$ cat config.mk
export PLATFORM = sky130hd
export DESIGN_NAME = crypt_job_controller
export DESIGN_NICKNAME = d
export VERILOG_FILES = /design/src/rtl/crypt_pkg.sv /design/src/rtl/crypt_byte_serdes.sv /design/src/rtl/crypt_job_controller.sv
export SDC_FILE = /design/constraint.sdc
export NUM_CORES = 1
export LEC_CHECK = 0
export CAP_MARGIN = 25
export CELL_PAD_IN_SITES_DETAIL_PLACEMENT = 0
export CELL_PAD_IN_SITES_GLOBAL_PLACEMENT = 2
export CORE_ASPECT_RATIO = 0.5
export CORE_UTILIZATION = 30
export CTS_BUF_LIST = sky130_fd_sc_hd__clkbuf_16
export DETAILED_ROUTE_END_ITERATION = 10
export GPL_ROUTABILITY_DRIVEN = 0
export GPL_TIMING_DRIVEN = 1
export PLACE_DENSITY = 0.77
export SLEW_MARGIN = 20
export SYNTH_ARGS = -nofsm -noshare
export SYNTH_HDL_FRONTEND = slang
export SYNTH_SLANG_ARGS = --single-unit
$ cat constraint.sdc
create_clock -name clk -period 4.9 [get_ports clk]
set_clock_uncertainty 0.15 [all_clocks]
set_input_delay 0.49 -clock clk [delete_from_list [all_inputs] [get_ports clk]]
set_output_delay 0.49 -clock clk [all_outputs]
set_load 0.02 [all_outputs]
$ cat src/rtl/crypt_pkg.sv
// Shared types and constants for the block-cipher job controller.
package crypt_pkg;

    localparam int unsigned NBYTES  = 16;
    localparam int unsigned KEY_W   = 10;
    localparam int unsigned BLOCK_W = 128;

    localparam logic MODE_ENC = 1'b0;
    localparam logic MODE_DEC = 1'b1;

    typedef enum logic [1:0] {
        ST_IDLE,
        ST_LOAD,
        ST_RUN,
        ST_UNLOAD
    } state_t;

    function automatic int unsigned byte_lane(input int unsigned i);
        return 8 * i;
    endfunction

endpackage

$ cat src/rtl/crypt_byte_serdes.sv
// Byte-serial load register file feeding the core block, plus the captured
// result buffer with its byte read mux.
module crypt_byte_serdes
    import crypt_pkg::*;
(
    input  logic               clk,
    input  logic               reset,
    input  logic               i_wr_en,
    input  logic [3:0]         i_wr_idx,
    input  logic [7:0]         i_wr_data,
    input  logic               i_cap_en,
    input  logic [BLOCK_W-1:0] i_cap_data,
    input  logic [3:0]         i_rd_idx,
    output logic [BLOCK_W-1:0] o_block,
    output logic [7:0]         o_rd_data
);

    logic [7:0] r_in_buf  [NBYTES];
    logic [7:0] r_out_buf [NBYTES];

    // Abort deliberately does not clear the block: it persists until the next job overwrites it.
    always_ff @(posedge clk) begin
        if (reset) begin
            for (int unsigned i = 0; i < NBYTES; i++) begin
                r_in_buf[4'(i)] <= '0;
            end
        end else if (i_wr_en) begin
            r_in_buf[i_wr_idx] <= i_wr_data;
        end
    end

    always_ff @(posedge clk) begin
        if (reset) begin
            for (int unsigned i = 0; i < NBYTES; i++) begin
                r_out_buf[4'(i)] <= '0;
            end
        end else if (i_cap_en) begin
            for (int unsigned i = 0; i < NBYTES; i++) begin
                r_out_buf[4'(i)] <= i_cap_data[byte_lane(i) +: 8];
            end
        end
    end

    always_comb begin
        o_block = '0;
        for (int unsigned i = 0; i < NBYTES; i++) begin
            o_block[byte_lane(i) +: 8] = r_in_buf[4'(i)];
        end
    end

    assign o_rd_data = r_out_buf[i_rd_idx];

endmodule

$ cat src/rtl/crypt_job_controller.sv
// One-job-at-a-time sequencer: command, byte-serial load, fixed-latency core
// run, byte-serial unload of the captured result.
module crypt_job_controller #(
    parameter int unsigned CORE_LAT = 12,
    parameter int unsigned NBYTES   = 16
) (
    input  logic                        clk,
    input  logic                        reset,
    input  logic                        abort,
    input  logic                        cmd_valid,
    output logic                        cmd_ready,
    input  logic                        cmd_mode,
    input  logic [crypt_pkg::KEY_W-1:0] cmd_key,
    input  logic                        in_valid,
    output logic                        in_ready,
    input  logic [7:0]                  in_data,
    output logic                        out_valid,
    input  logic                        out_ready,
    output logic [7:0]                  out_data,
    output logic                        out_last,
    output logic                        core_enable,
    output logic                        core_mode,
    output logic [crypt_pkg::KEY_W-1:0] core_key,
    output logic [crypt_pkg::BLOCK_W-1:0] core_block,
    input  logic [crypt_pkg::BLOCK_W-1:0] core_result,
    output logic                        busy
);

    import crypt_pkg::*;

    localparam logic [3:0] LAST_IDX = 4'(NBYTES - 1);
    localparam logic [7:0] LAT_LAST = 8'(CORE_LAT - 1);

    state_t            r_state;
    state_t            w_state_nxt;
    logic [3:0]        r_byte_idx;
    logic [7:0]        r_lat_cnt;
    logic              r_mode;
    logic [KEY_W-1:0]  r_key;

    logic w_cmd_hs;
    logic w_in_hs;
    logic w_out_hs;
    logic w_run_done;
    logic w_last_idx;

    assign w_last_idx = (r_byte_idx == LAST_IDX);

    // Abort outranks every handshake, so it gates them all here.
    assign w_cmd_hs   = (r_state == ST_IDLE)   && cmd_valid && !abort;
    assign w_in_hs    = (r_state == ST_LOAD)   && in_valid  && !abort;
    assign w_out_hs   = (r_state == ST_UNLOAD) && out_ready && !abort;
    assign w_run_done = (r_state == ST_RUN) && (r_lat_cnt == LAT_LAST) && !abort;

    always_ff @(posedge clk) begin
        if (reset) begin
            r_state <= ST_IDLE;
        end else begin
            r_state <= w_state_nxt;
        end
    end

    always_comb begin
        w_state_nxt = r_state;
        cmd_ready   = 1'b0;
        in_ready    = 1'b0;
        core_enable = 1'b0;
        out_valid   = 1'b0;
        out_last    = 1'b0;
        busy        = 1'b1;
        case (r_state)
            ST_IDLE: begin
                cmd_ready = 1'b1;
                busy      = 1'b0;
                if (cmd_valid) begin
                    w_state_nxt = ST_LOAD;
                end
            end
            ST_LOAD: begin
                in_ready = 1'b1;
                if (in_valid && w_last_idx) begin
                    w_state_nxt = ST_RUN;
                end
            end
            ST_RUN: begin
                core_enable = 1'b1;
                if (r_lat_cnt == LAT_LAST) begin
                    w_state_nxt = ST_UNLOAD;
                end
            end
            ST_UNLOAD: begin
                out_valid = 1'b1;
                out_last  = w_last_idx;
                if (out_ready && w_last_idx) begin
                    w_state_nxt = ST_IDLE;
                end
            end
            default: begin
                w_state_nxt = ST_IDLE;
            end
        endcase
        if (abort) begin
            w_state_nxt = ST_IDLE;
        end
    end

    always_ff @(posedge clk) begin
        if (reset) begin
            r_byte_idx <= '0;
            r_lat_cnt  <= '0;
            r_mode     <= MODE_ENC;
            r_key      <= '0;
        end else if (abort) begin
            r_byte_idx <= '0;
            r_lat_cnt  <= '0;
        end else begin
            if (w_cmd_hs) begin
                r_mode     <= cmd_mode;
                r_key      <= cmd_key;
                r_byte_idx <= '0;
            end
            if (w_in_hs) begin
                r_byte_idx <= r_byte_idx + 4'd1;
                if (w_last_idx) begin
                    r_lat_cnt <= '0;
                end
            end
            if (r_state == ST_RUN) begin
                r_lat_cnt <= r_lat_cnt + 8'd1;
                if (w_run_done) begin
                    r_byte_idx <= '0;
                end
            end
            if (w_out_hs) begin
                r_byte_idx <= r_byte_idx + 4'd1;
            end
        end
    end

    crypt_byte_serdes u_serdes (
        .clk        (clk),
        .reset      (reset),
        .i_wr_en    (w_in_hs),
        .i_wr_idx   (r_byte_idx),
        .i_wr_data  (in_data),
        .i_cap_en   (w_run_done),
        .i_cap_data (core_result),
        .i_rd_idx   (r_byte_idx),
        .o_block    (core_block),
        .o_rd_data  (out_data)
    );

    assign core_mode = r_mode;
    assign core_key  = r_key;

endmodule
==> results of run 1 <==
cells in the final DEF (no fill, tap or decap), types with 4 or more instances in the layout:
cell type | netlist | layout
clkdlybuf4s50_1 | 0 | 304
ha_1 | 9 | 9
or2_2 | 16 | 16
clkinv_2 | 0 | 4
nand2b_1 | 6 | 5
and2_1 | 209 | 209
nor3_2 | 4 | 4
nand3_1 | 5 | 5
buf_4 | 3 | 5
nand4_1 | 5 | 5
inv_1 | 7 | 10
nor2_2 | 12 | 12
edfxtp_1 | 256 | 256
nor2_1 | 10 | 10
nor2b_1 | 50 | 50
mux4_2 | 32 | 32
o21ai_0 | 5 | 5
clkbuf_16 | 0 | 29
clkinvlp_4 | 0 | 5
a22oi_1 | 17 | 17
a21oi_1 | 17 | 17
dfxtp_1 | 25 | 23
nand2_2 | 5 | 5
bufinv_16 | 0 | 4
nand2_1 | 41 | 41
worst min-delay path by stage:
stage	from	endpoint	slack, ns	depth (start not counted)
6_report	reset	u_serdes.r_out_buf[12][4]$_SDFFCE_PP0P_	0.30	2
5_1_grt	reset	u_serdes.r_out_buf[13][7]$_SDFFCE_PP0P_	0.29	2
4_1_cts	reset	u_serdes.r_out_buf[13][4]$_SDFFCE_PP0P_	0.27	2
3_5_place_dp	core_key[9]$_SDFFE_PP0P_	core_key[9]$_SDFFE_PP0P_	0.30	2
3_3_place_gp	core_key[9]$_SDFFE_PP0P_	core_key[9]$_SDFFE_PP0P_	0.29	2
2_1_floorplan	r_state[1]$_SDFFE_PP0P_	r_state[1]$_SDFFE_PP0P_	0.32	2
cell families after synthesis:
group,count (synthesis)
fa+ha+maj,9
buf+inv,50
xor+xnor,4
mux,33
compound gates,50
simple gates,380
flops,281
worst max-delay path: stages, from the launching register on:
cell and delay [ns]:
dfxtp_2 0.54, buf_4 0.51, mux4_2 0.56, a22oi_1 0.26, nand2_1 0.11, clkdlybuf4s50_1 0.56
cell type report:
| class | instances | area [um2] |
|---|---|---|
| Antenna cell | 2 | 5.00 |
| Clock buffer | 29 | 726 |
| Clock inverter | 22 | 226 |
| Fill cell | 3544 | 22500 |
| Inverter | 7 | 26.3 |
| Multi-Input combinational cell | 476 | 3510 |
| Sequential cell | 281 | 8190 |
| Tap cell | 530 | 663 |
| Timing Repair Buffer | 311 | 3110 |
through the flow:
stage               hold slack (ns)  instance area (um2)  power, mW  utilization [%]  setup WS, ns
CTS                           0.271                16400       5.50             42.2          1.04
detailed placement            0.297                15500       3.25             39.7          1.64
finish                        0.296                16500       5.44             42.2          1.12
global placement              0.293                15500       3.25             39.7          1.68
floorplan                     0.318                11900       2.96                -          1.44
global route                  0.290                16400       5.61             42.2         0.895
registers in the layout, summed over array words and instances, names as in the netlist:
signal	count
r_state	2
core_mode	1
u_serdes.r_in_buf	128
u_serdes.r_out_buf	128
r_lat_cnt	8
core_key	10
r_byte_idx	4
layer usage:
metal  share of wire (%)  track usage (%)  up-vias
met1                  40             18.8     3750
met3                 3.3             2.46       54
met5                   0                0        -
met2                  54             30.4      155
met4                 3.0             5.32        0
li1                    -                -     3487
power breakdown:
group | leakage, nW | total (mW) | internal [mW] | switching, mW
sequential | 2.81 | 2.74 | 2.71 | 0.0342
combinational | 2.53 | 0.449 | 0.230 | 0.219
clock | 0.464 | 2.25 | 1.29 | 0.956
==> flow_summary.toml, run 1 <==
[critical_path]
rrSetupSlack_ns = 1.79
reg2regPathDepth = 5
worstSetupEndpointType = "output pin"
cp-start-kind = "flip-flop"
startpoint = "r_byte_idx[0]$_SDFF_PP0_"
cp-endpoint = "out_data[1]"
path_class = "reg2out"
worstPathRequired_ns = 4.26
crit_fanout = 28
reg2reg_to = "u_serdes.r_out_buf[12][3]$_SDFFCE_PP0P_"
reg2reg_from = "r_state[0]$_SDFFE_PP0P_"
arrival_ns = 3.14

[sta]
period_minus_slack_ns = 3.78
grt_setup_unrepaired = "no"
setup_viol = 0
hold_violations = 0
fin_setup_tns_ns = 0
fin_crit_sh_pct = 77.1
maxSlewViolCount = 0
slew_headroom_pct = 39.6
worst_pin_slew_ns = 0.906
fmax_mhz = 265

[synth]
yosys-top-cells-count = "256 x edfxtp_1, 209 x and2_1, 50 x nor2b_1, 41 x nand2_1, 32 x mux4_2"
yosysSeqAreaShare_pct = 68.7
synth_area_leaders = "edfxtp_1 65%, and2_1 11%, mux4_2 6.0%, dfxtp_1 4.2%, nor2b_1 2.6%"
synth_edf_count = 256
synthMuxAreaShare_pct = 6.13
synthXorXnorAreaFrac_pct = 0.294
ys_ff_latch = 281
synth_warnings = 0
async_flop_share_pct = 0
synth_top_family_by_area = "simple AND/OR/NAND/NOR gates"
synth_area_per_cell_um2 = 14.8
synth_most_common_cell = "edfxtp_1"
synth_compound_area_share_pct = 2.78
postSynthCellCount = 807
synthDistinctLibCells = 47
ys.flop_type = "edfxtp_1"
syn_nets = 969
yosys.area_share.simple_pct = 19.2
synth_top_area_share_pct = 64.5
synth_area_leader_cell = "edfxtp_1"
synth_area_mm2 = 0.0119
synthAdderAreaFrac_pct = 0.945

[run]
maxCapViolCount = 0

[clocking]
cts.clk_slew.worst_paths_ns = 0.07
cts.repair.resized = 0
cts_sinks = 281
cts-htree-levels = 1
cts_max_path_buffers = 3
clk_latency_ns = 0.56
postCtsHoldBufs = 0
cts_tree = "yes"
cts_buffers = 28
cts_root_buffer = "clkbuf_16"
post-cts-setup-buffers = 0

[floorplanning]
floorplan.die_area_mm2 = 0.0406
coreArea_mm2 = 0.0390
io-pin-count = 306
floorplan.rows = 51
die_y_um = 143
die_w_um = 284
initial_core_util_pct = 30.6

[route]
wl_per_cell_um = 20.2
via_count = 7446
first_iter_violations = 437
first_pass_iters = 5
viasPerCell = 4.49
ant_nets = 0
finalWirelength_mm = 33.5
drc = 0

[placement]
port_buffers = 305
dp_cells = 1605
hpwlAfterDp_mm = 24.1

[global_routing]
antenna_found_initial = 1
gr-total-overflow = 0
grt_use_total_pct = 16.1
grt_max_degree = 83
grt_pass1_wl_mm = 48.5
grt_pass1_vias = 7714

[power_and_ir_drop]
p_leak_nw = 5.81
p_per_area_mw_per_mm2 = 330
peakVddDrop_uv = 244

[layout]
layout.cells.non_filler = 1658
area_delta_synth_final_pct = 38.1
drive_gt1_share_pct = 11.5
finalNetCount = 1267

[worst_hold_path]
hold_path_class = "in2reg"

[outcome]
status = "finished clean"
(Power assumes the default switching activity.)
==> inputs of run 2 (changes only) <==
--- a/config.mk
+++ b/config.mk
@@ -9,12 +9,12 @@
 export CELL_PAD_IN_SITES_DETAIL_PLACEMENT = 0
 export CELL_PAD_IN_SITES_GLOBAL_PLACEMENT = 2
 export CORE_ASPECT_RATIO = 0.5
-export CORE_UTILIZATION = 30
+export CORE_UTILIZATION = 33
 export CTS_BUF_LIST = sky130_fd_sc_hd__clkbuf_16
 export DETAILED_ROUTE_END_ITERATION = 10
 export GPL_ROUTABILITY_DRIVEN = 0
 export GPL_TIMING_DRIVEN = 1
-export PLACE_DENSITY = 0.77
+export PLACE_DENSITY = 0.8
 export SLEW_MARGIN = 20
 export SYNTH_ARGS = -nofsm -noshare
 export SYNTH_HDL_FRONTEND = slang
==> constraint.sdc (replaced) <==
create_clock -name clk -period 3.9 [get_ports clk]
set_clock_uncertainty 0.15 [all_clocks]
set_input_delay 0.39 -clock clk [delete_from_list [all_inputs] [get_ports clk]]
set_output_delay 0.39 -clock clk [all_outputs]
set_load 0.02 [all_outputs]
==> run 2 against run 1 <==
Sequential cell count did not move. Cell count fell by 3.4%. Combinational power rose by 26%. Sequential share of layout area rose by 0.66 points. Core utilization rose by 4.2 points. Design area fell by 1.3%. Highest routed layer unchanged.
==> flow_summary.toml, run 2 (synthesis results as in run 1) <==
[outcome]
status = "finished clean"

[critical_path]
rrSetupSlack_ns = 0.98
worstSetupEndpointType = "output pin"
critPathTopFamily = "flip-flops"
slowest_stage = "dfxtp_2"
cp-start-kind = "flip-flop"
path_buf_inv = 1
startpoint = "r_byte_idx[1]$_SDFF_PP0_"
crit_fanout = 36
reg2reg_from = "r_state[0]$_SDFFE_PP0P_"
critical_path.max_stage_delay_ns = 0.94
path_cells = "mux4_2 -> a22oi_1 -> nand2_1 -> clkdlybuf4s50_1"
path_class = "reg2out"
worstPathRequired_ns = 3.36
arrival_ns = 2.91

[placement]
hpwlAfterDp_mm = 22.7
preCtsSetupSlack_ns = 0.950
port_buffers = 305

[clocking]
cts_root_buffer = "clkbuf_16"
cts.clk_slew.worst_paths_ns = 0.06
cts_max_path_buffers = 3
cts_tree = "yes"
cts_buffers = 27
postCtsHoldBufs = 0
clk_latency_ns = 0.54
post-cts-setup-buffers = 0
cts.repair.resized = 0
cts_sinks = 281
cts-htree-levels = 1

[power_and_ir_drop]
p_leak_nw = 5.76
sw_frac_of_total_pct = 22.2
peakVddDrop_uv = 275
p_int_mw = 4.94
power.net_switching_mw = 1.41
p_comb_share_pct = 8.9
seqPwrFrac_pct = 54.2
p_per_area_mw_per_mm2 = 391
p_clk_share_pct = 36.9
p_total_mw = 6.35

[global_routing]
grtUsageMet1_pct = 20.3
gr-total-overflow = 0
antenna_found_initial = 0
grt_max_degree = 47
gr-usage-met3_pct = 2.74
gr-usage-met2_pct = 32.4
top_usage_layer = "met2"
grt_pass1_vias = 7677
grt_use_total_pct = 17.1
grt_pass1_wl_mm = 47.1

[route]
drc = 0
ant_nets = 0
via_count = 7341
finalWirelength_mm = 31.7
viasPerCell = 4.59
first_iter_violations = 464
first_pass_iters = 6
wl_per_cell_um = 19.8

[sta]
fin_setup_tns_ns = 0
period_minus_slack_ns = 3.45
setup_viol = 0
worst_pin_slew_ns = 0.941
maxSlewViolCount = 0
setup_slack_ns = 0.447
hold_violations = 0
fin_crit_sh_pct = 88.5
fmax_mhz = 290
grt_setup_unrepaired = "no"
slew_headroom_pct = 37.3

[layout]
finalNetCount = 1268
drive_gt1_share_pct = 10.5
multi_input_area_mm2 = 0.00351
final_cell_mix = "304 x clkdlybuf4s50_1, 256 x edfxtp_1, 209 x and2_1"
diodes = 0
area_delta_synth_final_pct = 36.3
final_common_cell = "clkdlybuf4s50_1"
seq_area_mm2 = 0.00819
final.fill_count = 3074

[run]
maxCapViolCount = 0

[floorplanning]
die_y_um = 136
floorplan.rows = 48
die_w_um = 271
floorplan.die_area_mm2 = 0.0369
initial_core_util_pct = 34.0
io-pin-count = 306
coreArea_mm2 = 0.0350

[worst_hold_path]
min_from = "cmd_key[3]"
hold_path_class = "in2reg"
[run 2: changes by cell type in the layout (fill, tap and decap cells not counted), sizes merged]
cell	before	now
buf	7	9
bufinv	4	0
clkbuf	29	27
clkinv	8	11
clkinvlp	5	2
diode	2	0
inv	12	16
[run 2: per-layer routing]
metal / vias to the layer above / part of all wire [%]
li1: 3477 / -
met1: 3646 / 40
met2: 167 / 55
met3: 51 / 3.4
met4: 0 / 2.3
met5: - / 0
[run 2: final timing paths]
| path | end | cells after the start |
|---|---|---|
| max | out_data[2] | 4 |
| max reg2reg | u_serdes.r_out_buf[6][6]$_SDFFCE_PN0P_ | 5 |
| min | core_key[3]$_SDFFE_PP0P_ | 3 |
| min reg2reg | core_key[0]$_SDFFE_PP0P_ | 2 |
[run 2: worst min-delay path, stage by stage]
cell and delay [ns]:
clkdlybuf4s50_1 0.39, nand2_1 0.05, a21oi_1 0.05
[run 2: area by class of cell]
| cell class | count | share of cell area (%) |
|---|---|---|
| flip-flops and latches | 281 | 50.4 |
| multi-input cells | 476 | 21.6 |
| repair buffers | 313 | 19.4 |
| clock buffers | 27 | 4.16 |
| well taps | 475 | 3.66 |
| clock inverters | 22 | 0.578 |
| inverters | 7 | 0.162 |
[run 2: power by group through the flow]
stage,clock network (mW),logic [mW],registers (mW)
6_report,2.34,0.567,3.44
3_5_place_dp,0,0.576,3.50
3_3_place_gp,0,0.572,3.50
2_1_floorplan,0,0.151,3.57
4_1_cts,2.41,0.578,3.44
5_1_grt,2.53,0.600,3.45
[run 2: per-stage QoR]
stage | hold slack [ns] | cell area, um2 | cells | utilization [%]
global placement | 0.291 | 15500 | 1552 | 44.2
CTS | 0.229 | 16200 | 1601 | 46.4
detailed placement | 0.297 | 15500 | 1552 | 44.2
global route | 0.247 | 16200 | 1601 | 46.4
floorplan | 0.318 | 11900 | 807 | -
finish | 0.254 | 16200 | 1601 | 46.4
==> inputs of run 3 (changes only) <==
--- a/config.mk
+++ b/config.mk
@@ -15,7 +15,6 @@
 export GPL_ROUTABILITY_DRIVEN = 0
 export GPL_TIMING_DRIVEN = 1
 export PLACE_DENSITY = 0.8
-export SLEW_MARGIN = 20
 export SYNTH_ARGS = -nofsm -noshare
 export SYNTH_HDL_FRONTEND = slang
 export SYNTH_SLANG_ARGS = --single-unit
==> results of run 3 <==
Final layout, timing and power as in run 2 (identical DEF).
